--- config.mk ---
export PLATFORM = sky130hd
export DESIGN_NAME = adc_spi_reader
export DESIGN_NICKNAME = d
export VERILOG_FILES = /design/src/rtl/adc_spi_reader.sv
export SDC_FILE = /design/constraint.sdc
export NUM_CORES = 1
export LEC_CHECK = 0
export BUFFER_PORTS_ARGS = -buffer_cell sky130_fd_sc_hd__buf_2
export CAP_MARGIN = 20
export CORE_ASPECT_RATIO = 1.2
export CORE_MARGIN = 2
export CORE_UTILIZATION = 28
export CTS_CLUSTER_DIAMETER = 80
export DETAILED_ROUTE_END_ITERATION = 8
export SETUP_SLACK_MARGIN = 0.05
export SYNTH_ARGS = -nofsm -noshare
export SYNTH_HDL_FRONTEND = slang
export SYNTH_SLANG_ARGS = --single-unit
--- constraint.sdc ---
create_clock -name clk -period 2.56 [get_ports clk]
set_input_delay 0.128 -clock clk [delete_from_list [all_inputs] [get_ports clk]]
set_output_delay 0.128 -clock clk [all_outputs]
set_load 0.01 [all_outputs]
--- src/rtl/adc_spi_reader.sv ---
// ---------------------------------------------------------------------------
// adc_spi_reader
//   Read-only SPI master for a 12-bit MCP3201-style ADC. An internal sample
//   timer (or an on-demand start pulse) launches a 15-SCLK frame: 2 sample
//   window bits, a null bit and D11..D0 MSB first. Good frames update `data`
//   together with a one-cycle `valid` strobe; a frame whose null bit reads 1
//   leaves `data` untouched and sets the sticky `err` flag.
//
//   Output handshake: `valid` is a one-cycle strobe with no back-pressure;
//   `data` is stable from that cycle until the next `valid`.
//
// Ports
//   clk        system clock
//   rst        asynchronous, active-high reset
//   en         enables periodic (timer) sampling
//   start      one-cycle request for an immediate conversion
//   miso       ADC serial data (asynchronous, synchronized internally)
//   cs_n       ADC chip select, active low (flop output)
//   sclk       ADC serial clock, idles low (flop output)
//   data       last good conversion result
//   valid      one-cycle pulse when data updates
//   busy       high from conversion start through the end of the deselect hold
//   err        sticky: a null bit was read as 1
//   dbg_state  current FSM state (0 IDLE, 1 SETUP, 2 SHIFT, 3 DONE, 4 HOLD)
// ---------------------------------------------------------------------------
module adc_spi_reader #(
    parameter int CLK_DIV       = 25,
    parameter int SAMPLE_PERIOD = 50000
) (
    input  logic        clk,
    input  logic        rst,
    input  logic        en,
    input  logic        start,
    input  logic        miso,
    output logic        cs_n,
    output logic        sclk,
    output logic [11:0] data,
    output logic        valid,
    output logic        busy,
    output logic        err,
    output logic [2:0]  dbg_state
);

    localparam int TW = $clog2(SAMPLE_PERIOD + 1);

    typedef enum logic [2:0] {
        S_IDLE  = 3'd0,
        S_SETUP = 3'd1,
        S_SHIFT = 3'd2,
        S_DONE  = 3'd3,
        S_HOLD  = 3'd4
    } state_t;

    state_t         r_state;
    state_t         w_next;
    logic [TW-1:0]  r_timer;
    logic [8:0]     r_cnt;
    logic [3:0]     r_bit;
    logic [11:0]    r_shift;
    logic           r_null;
    logic           r_sync1;
    logic           r_sync2;
    logic           r_cs_n;
    logic           r_sclk;
    logic [11:0]    r_data;
    logic           r_valid;
    logic           r_busy;
    logic           r_err;

    logic           w_tick;
    logic           w_cnt_last;
    logic           w_hold_last;
    logic           w_sample;

    assign w_tick      = en && (r_timer == TW'(SAMPLE_PERIOD - 1));
    assign w_cnt_last  = (r_cnt == 9'(CLK_DIV - 1));
    // The deselect time is measured from the cs_n rising edge, which happens
    // on entry to DONE, so HOLD itself lasts one cycle less than 2*CLK_DIV.
    assign w_hold_last = (r_cnt == 9'(2 * CLK_DIV - 2));
    // Last clk of an SCLK high phase.
    assign w_sample    = (r_state == S_SHIFT) && w_cnt_last && r_sclk;

    // Sample timer: free-running while enabled, held at 0 otherwise.
    always_ff @(posedge clk or posedge rst) begin
        if (rst) begin
            r_timer <= '0;
        end else if (!en || w_tick) begin
            r_timer <= '0;
        end else begin
            r_timer <= r_timer + 1'b1;
        end
    end

    // FSM state register
    always_ff @(posedge clk or posedge rst) begin
        if (rst) begin
            r_state <= S_IDLE;
        end else begin
            r_state <= w_next;
        end
    end

    // FSM next-state logic; requests outside IDLE are simply not looked at.
    always_comb begin
        w_next = r_state;
        case (r_state)
            S_IDLE:  if (w_tick || start) w_next = S_SETUP;
            S_SETUP: if (w_cnt_last) w_next = S_SHIFT;
            S_SHIFT: if (w_sample && (r_bit == 4'd14)) w_next = S_DONE;
            S_DONE:  w_next = S_HOLD;
            S_HOLD:  if (w_hold_last) w_next = S_IDLE;
            default: w_next = S_IDLE;
        endcase
    end

    // Datapath and registered pin outputs. cs_n/busy are computed from the
    // next state so they change on the same edge as the state itself.
    always_ff @(posedge clk or posedge rst) begin
        if (rst) begin
            r_cnt   <= '0;
            r_bit   <= '0;
            r_shift <= '0;
            r_null  <= 1'b0;
            r_sync1 <= 1'b0;
            r_sync2 <= 1'b0;
            r_cs_n  <= 1'b1;
            r_sclk  <= 1'b0;
            r_data  <= '0;
            r_valid <= 1'b0;
            r_busy  <= 1'b0;
            r_err   <= 1'b0;
        end else begin
            r_sync1 <= miso;
            r_sync2 <= r_sync1;
            r_valid <= 1'b0;
            r_cs_n  <= !((w_next == S_SETUP) || (w_next == S_SHIFT));
            r_busy  <= (w_next != S_IDLE);

            if ((w_next != r_state) || (r_state == S_IDLE) ||
                ((r_state == S_SHIFT) && w_cnt_last)) begin
                r_cnt <= '0;
            end else begin
                r_cnt <= r_cnt + 1'b1;
            end

            // SCLK toggles every CLK_DIV cycles in SHIFT only; the frame ends
            // on a high-to-low toggle, so it is low whenever cs_n is high.
            if (r_state == S_SHIFT) begin
                if (w_cnt_last) begin
                    r_sclk <= !r_sclk;
                end
            end else begin
                r_sclk <= 1'b0;
            end

            if (r_state == S_SETUP) begin
                r_bit  <= '0;
                r_null <= 1'b0;
            end

            // Every bit goes through the 12-bit shifter; after 15 bits only
            // D11..D0 remain, so the window and null bits fall off the top.
            if (w_sample) begin
                r_bit   <= r_bit + 1'b1;
                r_shift <= {r_shift[10:0], r_sync2};
                if (r_bit == 4'd2) begin
                    r_null <= r_sync2;
                end
            end

            if (r_state == S_DONE) begin
                if (!r_null) begin
                    r_data  <= r_shift;
                    r_valid <= 1'b1;
                end else begin
                    r_err <= 1'b1;
                end
            end
        end
    end

    assign cs_n      = r_cs_n;
    assign sclk      = r_sclk;
    assign data      = r_data;
    assign valid     = r_valid;
    assign busy      = r_busy;
    assign err       = r_err;
    assign dbg_state = r_state;

endmodule
==> impl_metrics.tcl, run 1 <==
set metrics [dict create \
    avgRoutedWirePerCell_um 12.6 \
    crit_path_max_incr_delay_ns 0.47 \
    hold_path.class "in -> reg" \
    synth_edf_count 0 \
    dr.pass1.iters 4 \
    layout_common_cells "dfrtp_1 (63), nor2_1 (32), mux2_2 (24), buf_2 (24), nand2_1 (17)" \
    drcViolationCount 0 \
    num_io_pins 25 \
    hpwl_um 3620 \
    htreeDepth 3 \
    layout.cells.most_common "dfrtp_1" \
    drt_wl_total_um 5100 \
    crit_required_ns 2.75 \
    startpoint "r_cnt[0]" \
    multi_input_area_sq_mm 0.00115 \
    yosys.area.top_type "dfrtp_1" \
    ys.flop_type "dfrtp_1" \
    initial_core_util_pct 28.3 \
    fp.coreArea_sq_mm 0.00991 \
    cts_buffer_depth 2 \
    ys_seq_area_share_pct 57.1 \
    synth.avg_cell_area_sq_um 11.7 \
    grt_antenna_before_repair 0 \
    n_fill_cell 993 \
    ys_top_cells_by_area "dfrtp_1 (56%), mux2_2 (9.6%), xor2_1 (4.7%)" \
    top_usage_layer "met2" \
    synthToLayoutAreaGrowth_pct 22.6 \
    cpMaxStageDelayCell "or4b_1" \
    cts_buffers 9 \
    drv_cap 0 \
    critPathCaptureType "register" \
    globalRouteMet1Util_pct 12.1 \
    rr_startpoint "r_cnt[0]" \
    min_period_ns 2.10 \
    finalCritPeriodShare_pct 82.0 \
    tightest_slew_ns 0.482 \
    clock-sinks 64 \
    place_congestion 0.747 \
    grt_usage_pct 10.2 \
    fin_worst_skew_ns 0.00463 \
    drv_slew 0 \
    criticalPathCategory "reg -> reg" \
    power.total_uw 2380 \
    diodes 0 \
    final-hold-violation-count 0 \
    cp-start-kind "register" \
    die_h_um 114 \
    clock-root-buffer "clkbuf_16" \
    met3_usage_pct 2.38 \
    power_density_mw_per_mm2 691 \
    synth_top_family_by_area "simple AND/OR/NAND/NOR gates" \
    routed_via_density 4.56 \
    cts_tree "built" \
    synthXorXnorAreaFrac_pct 7.17 \
    async_flop_share_pct 100 \
    grt_pass1_vias 1901 \
    ir_drop_v 0.000338 \
    overflow 0 \
    grt_first_pass_wirelength_um 8520 \
    crit_chain "inv_1, ha_1, nor4bb_1, and4b_1, a2bb2oi_1, o21ai_0, or4b_1" \
    port_buffers 24 \
    leakage_uw 0.00163 \
    regArea_sq_mm 0.00160 \
    layout.nets 284 \
    status "complete, no violations" \
    grtUsageMet2_pct 16.9 \
    synth_cells 239 \
    ant_nets 0 \
    clkLatencyLatePin_ns 0.33 \
    tns_ns 0 \
    syn_nets 249 \
    ys_types 40 \
    cp_data_arrival_time_ns 2.29 \
    drtIter0Drc 63 \
    slew-limit-headroom_pct 67.8 \
    rsz0062_at_grt "no" \
    fmax_ghz 0.477 \
    rows 40 \
    drive_above_1_share_pct 27.2 \
    hold_start "en" \
    num_vias 1848 \
    synth_mux_area_share_pct 9.63 \
    path_max_fanout 5 \
    synth_compound_area_share_pct 3.21 \
    grt_max_degree 23 \
    dieArea_sq_mm 0.0108 \
    synth_area_sq_mm 0.00281 \
    chipWidth_um 95.4 \
    setup_viol 0 \
    synth_simple_gate_area_share_pct 18.9 \
    ys_warn_count 0 \
    clk_pin_slew_ns 0.06 \
    yosys.area.top_type_share_pct 56.1 \
    synth-adder-area-share_pct 2.23 \
    synth-seq-cells 64 \
]
-- cell type report --
cell class | count | share of cell area [%]
tap | 126 | 4.58
multi-input combinational | 163 | 33.5
clock buffer | 10 | 6.94
inverter | 5 | 0.545
clock inverter | 6 | 2.69
sequential | 64 | 46.6
timing repair buffer | 31 | 5.16
-- cell families (layout without fill, tap and decap cells) --
family / count (synthesis) / after routing
and+or+nand+nor: 96 / 96
DFF: 64 / 64
muxes: 24 / 24
xor gates and xnor gates: 23 / 23
AOI/OAI and AO/OA: 15 / 15
buffers and inverters: 12 / 52
adders and majority gates: 5 / 5
-- cell usage after synthesis, types with 3 or more instances --
cell type	count
and3_1	5
and4_1	3
clkbuf_1	3
dfrtp_1	63
ha_1	5
inv_1	5
mux2_2	24
nand2_1	17
nand3_1	14
nor2_1	32
o21ai_0	10
xnor2_1	8
xor2_1	15
-- critical path, delay by kind of cell, from the launching register on --
family,cells,cell delay [ns]
buf+inv,1,0.07
fa+ha+maj,1,0.14
simple gates,3,1.05
flops,1,0.40
compound gates,2,0.31
-- path summary, 6_finish.rpt --
path | endpoint | slack (ns) | cells past startpoint
worst max-delay path | busy | 0.46 | 7
worst min-delay path | r_timer[2] | 0.06 | 2
worst max register to register | busy | 0.46 | 7
worst min register to register | r_sync2 | 0.35 | 0
max in group asynchronous | r_cnt[1] | 1.53 | 4
min in group asynchronous | r_timer[2] | 0.36 | 3
-- per-layer routing --
metal  vias up  share of wire, %  routed length, um
met1       921                44               2260
met3        10               3.2                164
met5         -                 0                  0
met4         0               2.0                104
li1        886                 -                  -
met2        31                50               2570
-- repair_timing --
action	CTS	global route
gates resized for setup	0	0
hold buffers	2	0
endpoints found under the hold margin	20	0
setup buffers	0	0
-- registers in the layout, indices dropped and copies added (netlist names) --
register,flops
r_bit,4
sclk,1
r_shift,12
r_timer,16
valid,1
r_cnt,9
err,1
r_sync2,1
cs_n,1
dbg_state,3
data,12
r_null,1
r_sync1,1
busy,1
-- power by group --
group	internal [uW]	switching, uW
sequential	1020	4.01
combinational	9.78	27.0
clock	881	439
total	1910	470
-- through the flow --
step | hold WS, ns | cells | setup WS (ns) | cell area, sq um | utilization [%]
after floorplan | 0.159 | 239 | 0.560 | 2810 | -
after global placement | 0.183 | 387 | 0.507 | 3090 | 31.2
after detailed placement | 0.188 | 387 | 0.468 | 3090 | 31.2
after CTS | 0.0647 | 405 | 0.451 | 3440 | 34.7
after global routing | 0.0930 | 405 | 0.174 | 3440 | 34.7
final | 0.0637 | 405 | 0.462 | 3440 | 34.7
No activity file was read; power rests on OpenSTA's default activity.
==> inputs of run 2 (changes only) <==
- clock period: 2.56 -> 1.75 ns (I/O delays scaled with it)
==> run 2 against run 1 <==
Effect of this change: the run now ends with negative setup slack left; clock skew hardly changed; first-iteration DRC count is 24% lower; worst setup slack worse by 0.70 ns; fmax is 5.5% higher; largest cell class unchanged.
==> impl_metrics.tcl, run 2 (same netlist as run 1, synthesis figures left out) <==
set metrics [dict create \
    grt_first_pass_wirelength_um 9160 \
    clkLatencyLatePin_ns 0.33 \
    hpwl_um 3770 \
    fp.coreArea_sq_mm 0.00991 \
    criticalPathCategory "reg -> reg" \
    cts_tree "built" \
    dieArea_sq_mm 0.0108 \
    avgRoutedWirePerCell_um 13.0 \
    path_max_fanout 8 \
    switching_share_pct 18.7 \
    utilization_pct 37.4 \
    largest_register "r_timer" \
    grt_antenna_before_repair 0 \
    crit_required_ns 2.00 \
    r2r-end "r_null" \
    clk_pin_slew_ns 0.05 \
    cts_buffer_depth 2 \
    worst_slack_ns -0.239 \
    cp_data_arrival_time_ns 2.24 \
    routed_via_density 4.54 \
    cp-start-kind "register" \
    drcViolationCount 0 \
    violations "negative setup slack" \
    rows 40 \
    place_congestion 0.755 \
    critPathCaptureType "register" \
    drv_cap 0 \
    globalRouteMet1Util_pct 12.5 \
    hold_start "en" \
    ant_nets 0 \
    num_vias 1935 \
    power_density_mw_per_mm2 937 \
    layout_common_cells "dfrtp_1 (63), nor2_1 (31), buf_2 (26), mux2_2 (24), buf_4 (20)" \
    preCtsSetupSlack_ns -0.213 \
    overflow 0 \
    pwr-share-seq_pct 43.0 \
    crit_chain "inv_1, ha_1, or4b_4, nand4bb_4, buf_12, nor4b_4, nand2_1, o21ai_1" \
    drv_slew 0 \
    switchingPower_uw 651 \
    num_io_pins 25 \
    top_usage_layer "met2" \
    grt_usage_pct 11.2 \
    finalCritPeriodShare_pct 114 \
    slew-limit-headroom_pct 72.6 \
    htreeDepth 3 \
    ir_drop_v 0.000427 \
    synthToLayoutAreaGrowth_pct 32.2 \
    initial_core_util_pct 28.3 \
    regToRegSetupSlack_ns -0.24 \
    clock_power_share_pct 55.1 \
    p_comb_share_pct 1.9 \
    holdPathStages 2 \
    final-hold-violation-count 0 \
    fin_worst_skew_ns 0.00428 \
    drive_above_1_share_pct 35.3 \
    cts_buffers 9 \
    status "complete, but fails checks" \
    min_to "r_timer[2]" \
    grtUsageMet2_pct 18.7 \
    setup_viol 29 \
    die_h_um 114 \
    rsz0062_at_grt "yes" \
    path_buf_inv 2 \
    drtIter0Drc 48 \
    grt_max_degree 48 \
    hold_path.class "in -> reg" \
    internal_power_uw 2830 \
    diodes 0 \
    port_buffers 24 \
    worst_r2r_path_depth 8 \
    cpMaxStageDelayCell "or4b_4" \
    drt_wl_total_um 5550 \
    min_period_ns 1.99 \
    path_delay_family "simple AND/OR/NAND/NOR gates" \
    tightest_slew_ns 0.410 \
    leakage_uw 0.00177 \
    layout.nets 306 \
    met3_usage_pct 4.29 \
    clock-sinks 64 \
    clock-root-buffer "clkbuf_16" \
    grt_pass1_vias 1981 \
    crit_path_max_incr_delay_ns 0.48 \
    largest_reg_flops 16 \
    rr_startpoint "r_cnt[0]" \
    fmax_ghz 0.503 \
    dr.pass1.iters 4 \
    chipWidth_um 95.4 \
    layout.cells.most_common "dfrtp_1" \
]
-- run 2: changes by cell type in the layout (fill, tap and decap cells not counted), sizes merged --
cell	before	now
clkinv	2	1
clkinvlp	2	0
clkbuf	10	12
buf	29	51
-- run 2: repair_timing --
action | CTS | global route
gates resized for setup | 3 | 11
setup buffers | 0 | 1
pin swaps | 1 | 5
setup endpoints to repair | 29 | 45
hold buffers | 2 | 0
hold endpoints to repair | 17 | 0
gates cloned | 0 | 2
-- run 2: how the worst max path moves through the flow --
stage,slack (ns),cells past startpoint,to,start
5_1_grt,-0.37,6,busy,r_cnt[0]
2_1_floorplan,-0.16,6,busy,r_cnt[0]
4_1_cts,-0.22,6,busy,r_cnt[0]
6_report,-0.24,8,r_null,r_cnt[0]
3_5_place_dp,-0.21,6,busy,r_cnt[0]
3_3_place_gp,-0.18,6,busy,r_cnt[0]
-- run 2: per-layer routing --
metal  vias to the layer above  share of wire [%]
li1                        937                  -
met1                       964                 42
met2                        25                 52
met3                         9                3.6
met4                         0                2.1
met5                         -                  0
-- run 2: final cells by class --
cell class / instances / area (sq um)
clock inverter: 3 / 65.1
tap: 126 / 158
clock buffer: 12 / 256
multi-input combinational: 163 / 1220
timing repair buffer: 53 / 392
fill: 962 / 6200
inverter: 5 / 18.8
sequential: 64 / 1600
-- run 2: power groups by stage --
| stage | combinational [uW] | sequential (uW) | clock (uW) |
|---|---|---|---|
| after floorplan | 32.7 | 1520 | 0 |
| after global placement | 64.7 | 1520 | 0 |
| after detailed placement | 67.4 | 1520 | 0 |
| after CTS | 71.0 | 1500 | 1980 |
| after global routing | 77.4 | 1500 | 2040 |
| final | 66.3 | 1500 | 1920 |
-- run 2: per-stage QoR --
stage	instance area (sq um)	cells	power (uW)	setup TNS, ns	hold WS (ns)
6_report	3710	426	3480	-3.92	0.0297
5_1_grt	3710	426	3620	-7.25	0.0348
4_1_cts	3660	423	3550	-3.89	0.0144
3_5_place_dp	3320	406	1590	-3.34	0.116
3_3_place_gp	3320	406	1580	-2.60	0.106
2_1_floorplan	2860	239	1550	-1.59	0.119
==> inputs of run 3 (changes only) <==
- PLACE_DENSITY: not set -> 0.53
==> run 3 against run 2 <==
Effect of this change: the run still ends with negative setup slack left; flip-flop and latch count stayed put; clock skew is 0.0024 ns higher; design area hardly changed; count of clock-buffer cells in the layout is 3 lower; global-route usage is 0.14 points lower; via count is 0.67% lower; power is 0.73% lower; sequential power hardly changed; worst setup slack worse by 0.0089 ns; largest cell class unchanged; largest power group unchanged; highest routed layer unchanged.
==> impl_metrics.tcl, run 3 (same netlist as run 1, synthesis figures left out) <==
set metrics [dict create \
    status "complete, but fails checks" \
    violations "negative setup slack" \
    drt_wl_total_um 5380 \
    place_congestion 0.790 \
    cp-start-kind "register" \
    worst_slack_ns -0.248 \
    drcViolationCount 0 \
    cp_data_arrival_time_ns 2.18 \
    criticalPathCategory "reg -> reg" \
    grt_max_degree 51 \
    hpwl_um 3740 \
    drive_above_1_share_pct 37.4 \
    utilization_pct 37.5 \
    min_period_ns 2.00 \
    cts_buffers 9 \
    ir_drop_v 0.000424 \
    holdPathStages 2 \
    grt_pass1_vias 1996 \
    rows 40 \
    synthToLayoutAreaGrowth_pct 32.2 \
    diodes 0 \
    die_h_um 114 \
    n_fill_cell 988 \
    cts_tree "built" \
    setup_viol 27 \
    drtIter0Drc 55 \
    overflow 0 \
    rr_startpoint "r_cnt[0]" \
    grt_antenna_before_repair 0 \
    avgRoutedWirePerCell_um 12.5 \
    routed_via_density 4.46 \
    postLayoutCellArea_sq_mm 0.00371 \
    largest_register "r_timer" \
    clkLatencyLatePin_ns 0.32 \
    largest_reg_flops 16 \
    crit_required_ns 1.94 \
    fmax_ghz 0.500 \
    drv_slew 0 \
    clk_pin_slew_ns 0.05 \
    critPathCaptureType "register" \
    hold_start "en" \
    worst_r2r_path_depth 6 \
    slew-limit-headroom_pct 75.8 \
    port_buffers 24 \
    drv_cap 0 \
    cts_buffer_depth 2 \
    layout.nets 310 \
    clock-root-buffer "clkbuf_16" \
    dieArea_sq_mm 0.0108 \
    num_io_pins 25 \
    leakage_uw 0.00177 \
    hold_path.class "in -> reg" \
    grt_usage_pct 11.1 \
    layout_common_cells "dfrtp_1 (63), nor2_1 (28), buf_4 (28), buf_2 (25), mux2_2 (24)" \
    fp.coreArea_sq_mm 0.00991 \
    initial_core_util_pct 28.3 \
    clock-sinks 64 \
    tns_ns -3.55 \
    grt_first_pass_wirelength_um 9290 \
    post_dp_cell_area_sq_mm 0.00332 \
    layout.cells.most_common "dfrtp_1" \
    htreeDepth 3 \
    path_max_fanout 3 \
    num_vias 1922 \
    chipWidth_um 95.4 \
    dr.pass1.iters 4 \
    finalCritPeriodShare_pct 114 \
    tightest_slew_ns 0.362 \
    rsz0062_at_grt "yes" \
    regToRegSetupSlack_ns -0.25 \
    power_density_mw_per_mm2 930 \
    r2r-end "busy" \
    final-hold-violation-count 0 \
    min_to "r_timer[2]" \
    ant_nets 0 \
    fin_worst_skew_ns 0.00668 \
]
==> run 3: cell types whose count changed in the layout (fill, tap and decap cells not counted), moves of 2 or more <==
| cell | delta |
|---|---|
| buf_12 | -2 |
| clkbuf_8 | -2 |
| nor2_2 | +3 |
| buf_4 | +8 |
| nor2_1 | -3 |
==> run 3: worst max-delay path by stage <==
stage,startpoint,end,slack [ns],depth (start not counted)
finish,r_cnt[0],busy,-0.25,6
global route,r_cnt[0],r_null,-0.33,8
CTS,r_cnt[0],busy,-0.24,6
detailed placement,r_cnt[0],busy,-0.23,6
global placement,r_cnt[0],busy,-0.18,6
floorplan,r_cnt[0],busy,-0.16,6
==> run 3: final cells by class <==
type,instances,area (sq um),area share [%]
sequential,64,1600,43.2
multi-input combinational,163,1220,32.8
timing repair buffer,57,395,10.7
clock buffer,9,225,6.07
tap,126,158,4.25
clock inverter,7,95.1,2.56
inverter,5,18.8,0.506
==> run 3: stage by stage <==
stage	worst slack [ns]	power [uW]	hold WS (ns)	std cells
final	-0.248	3450	0.0318	431
after global routing	-0.332	3590	0.0386	431
after CTS	-0.243	3510	0.0252	428
after detailed placement	-0.231	1580	0.0821	410
after global placement	-0.181	1580	0.0736	410
after floorplan	-0.158	1550	0.119	239
==> run 3: power breakdown <==
part           switching, uW  total (uW)  internal, uW
sequential              5.44        1490          1490
combinational           41.7        62.6          20.9
clock                    648        1900          1250
==> run 3: per-layer routing <==
metal	vias to the layer above	global-route usage, %	wire [um]
li1	937	-	-
met1	953	14.2	2540
met2	25	17.1	2570
met3	7	3.17	173
met4	0	5.14	99
met5	-	0	0
==> run 3: worst max-delay path, stage by stage, from the launching register on <==
cell	delay (ns)
dfrtp_1	0.37
inv_1	0.06
ha_2	0.16
or4b_4	0.48
nor4_4	0.18
o21bai_2	0.10
or4b_1	0.51
==> run 3: repair_timing <==
item	4_1_cts	5_1_grt
hold buffers	2	0
hold endpoints to repair	15	0
buffers inserted	0	2
gates resized for setup	4	11
pin swaps	1	5
setup endpoints to repair	29	45
cloned	0	1
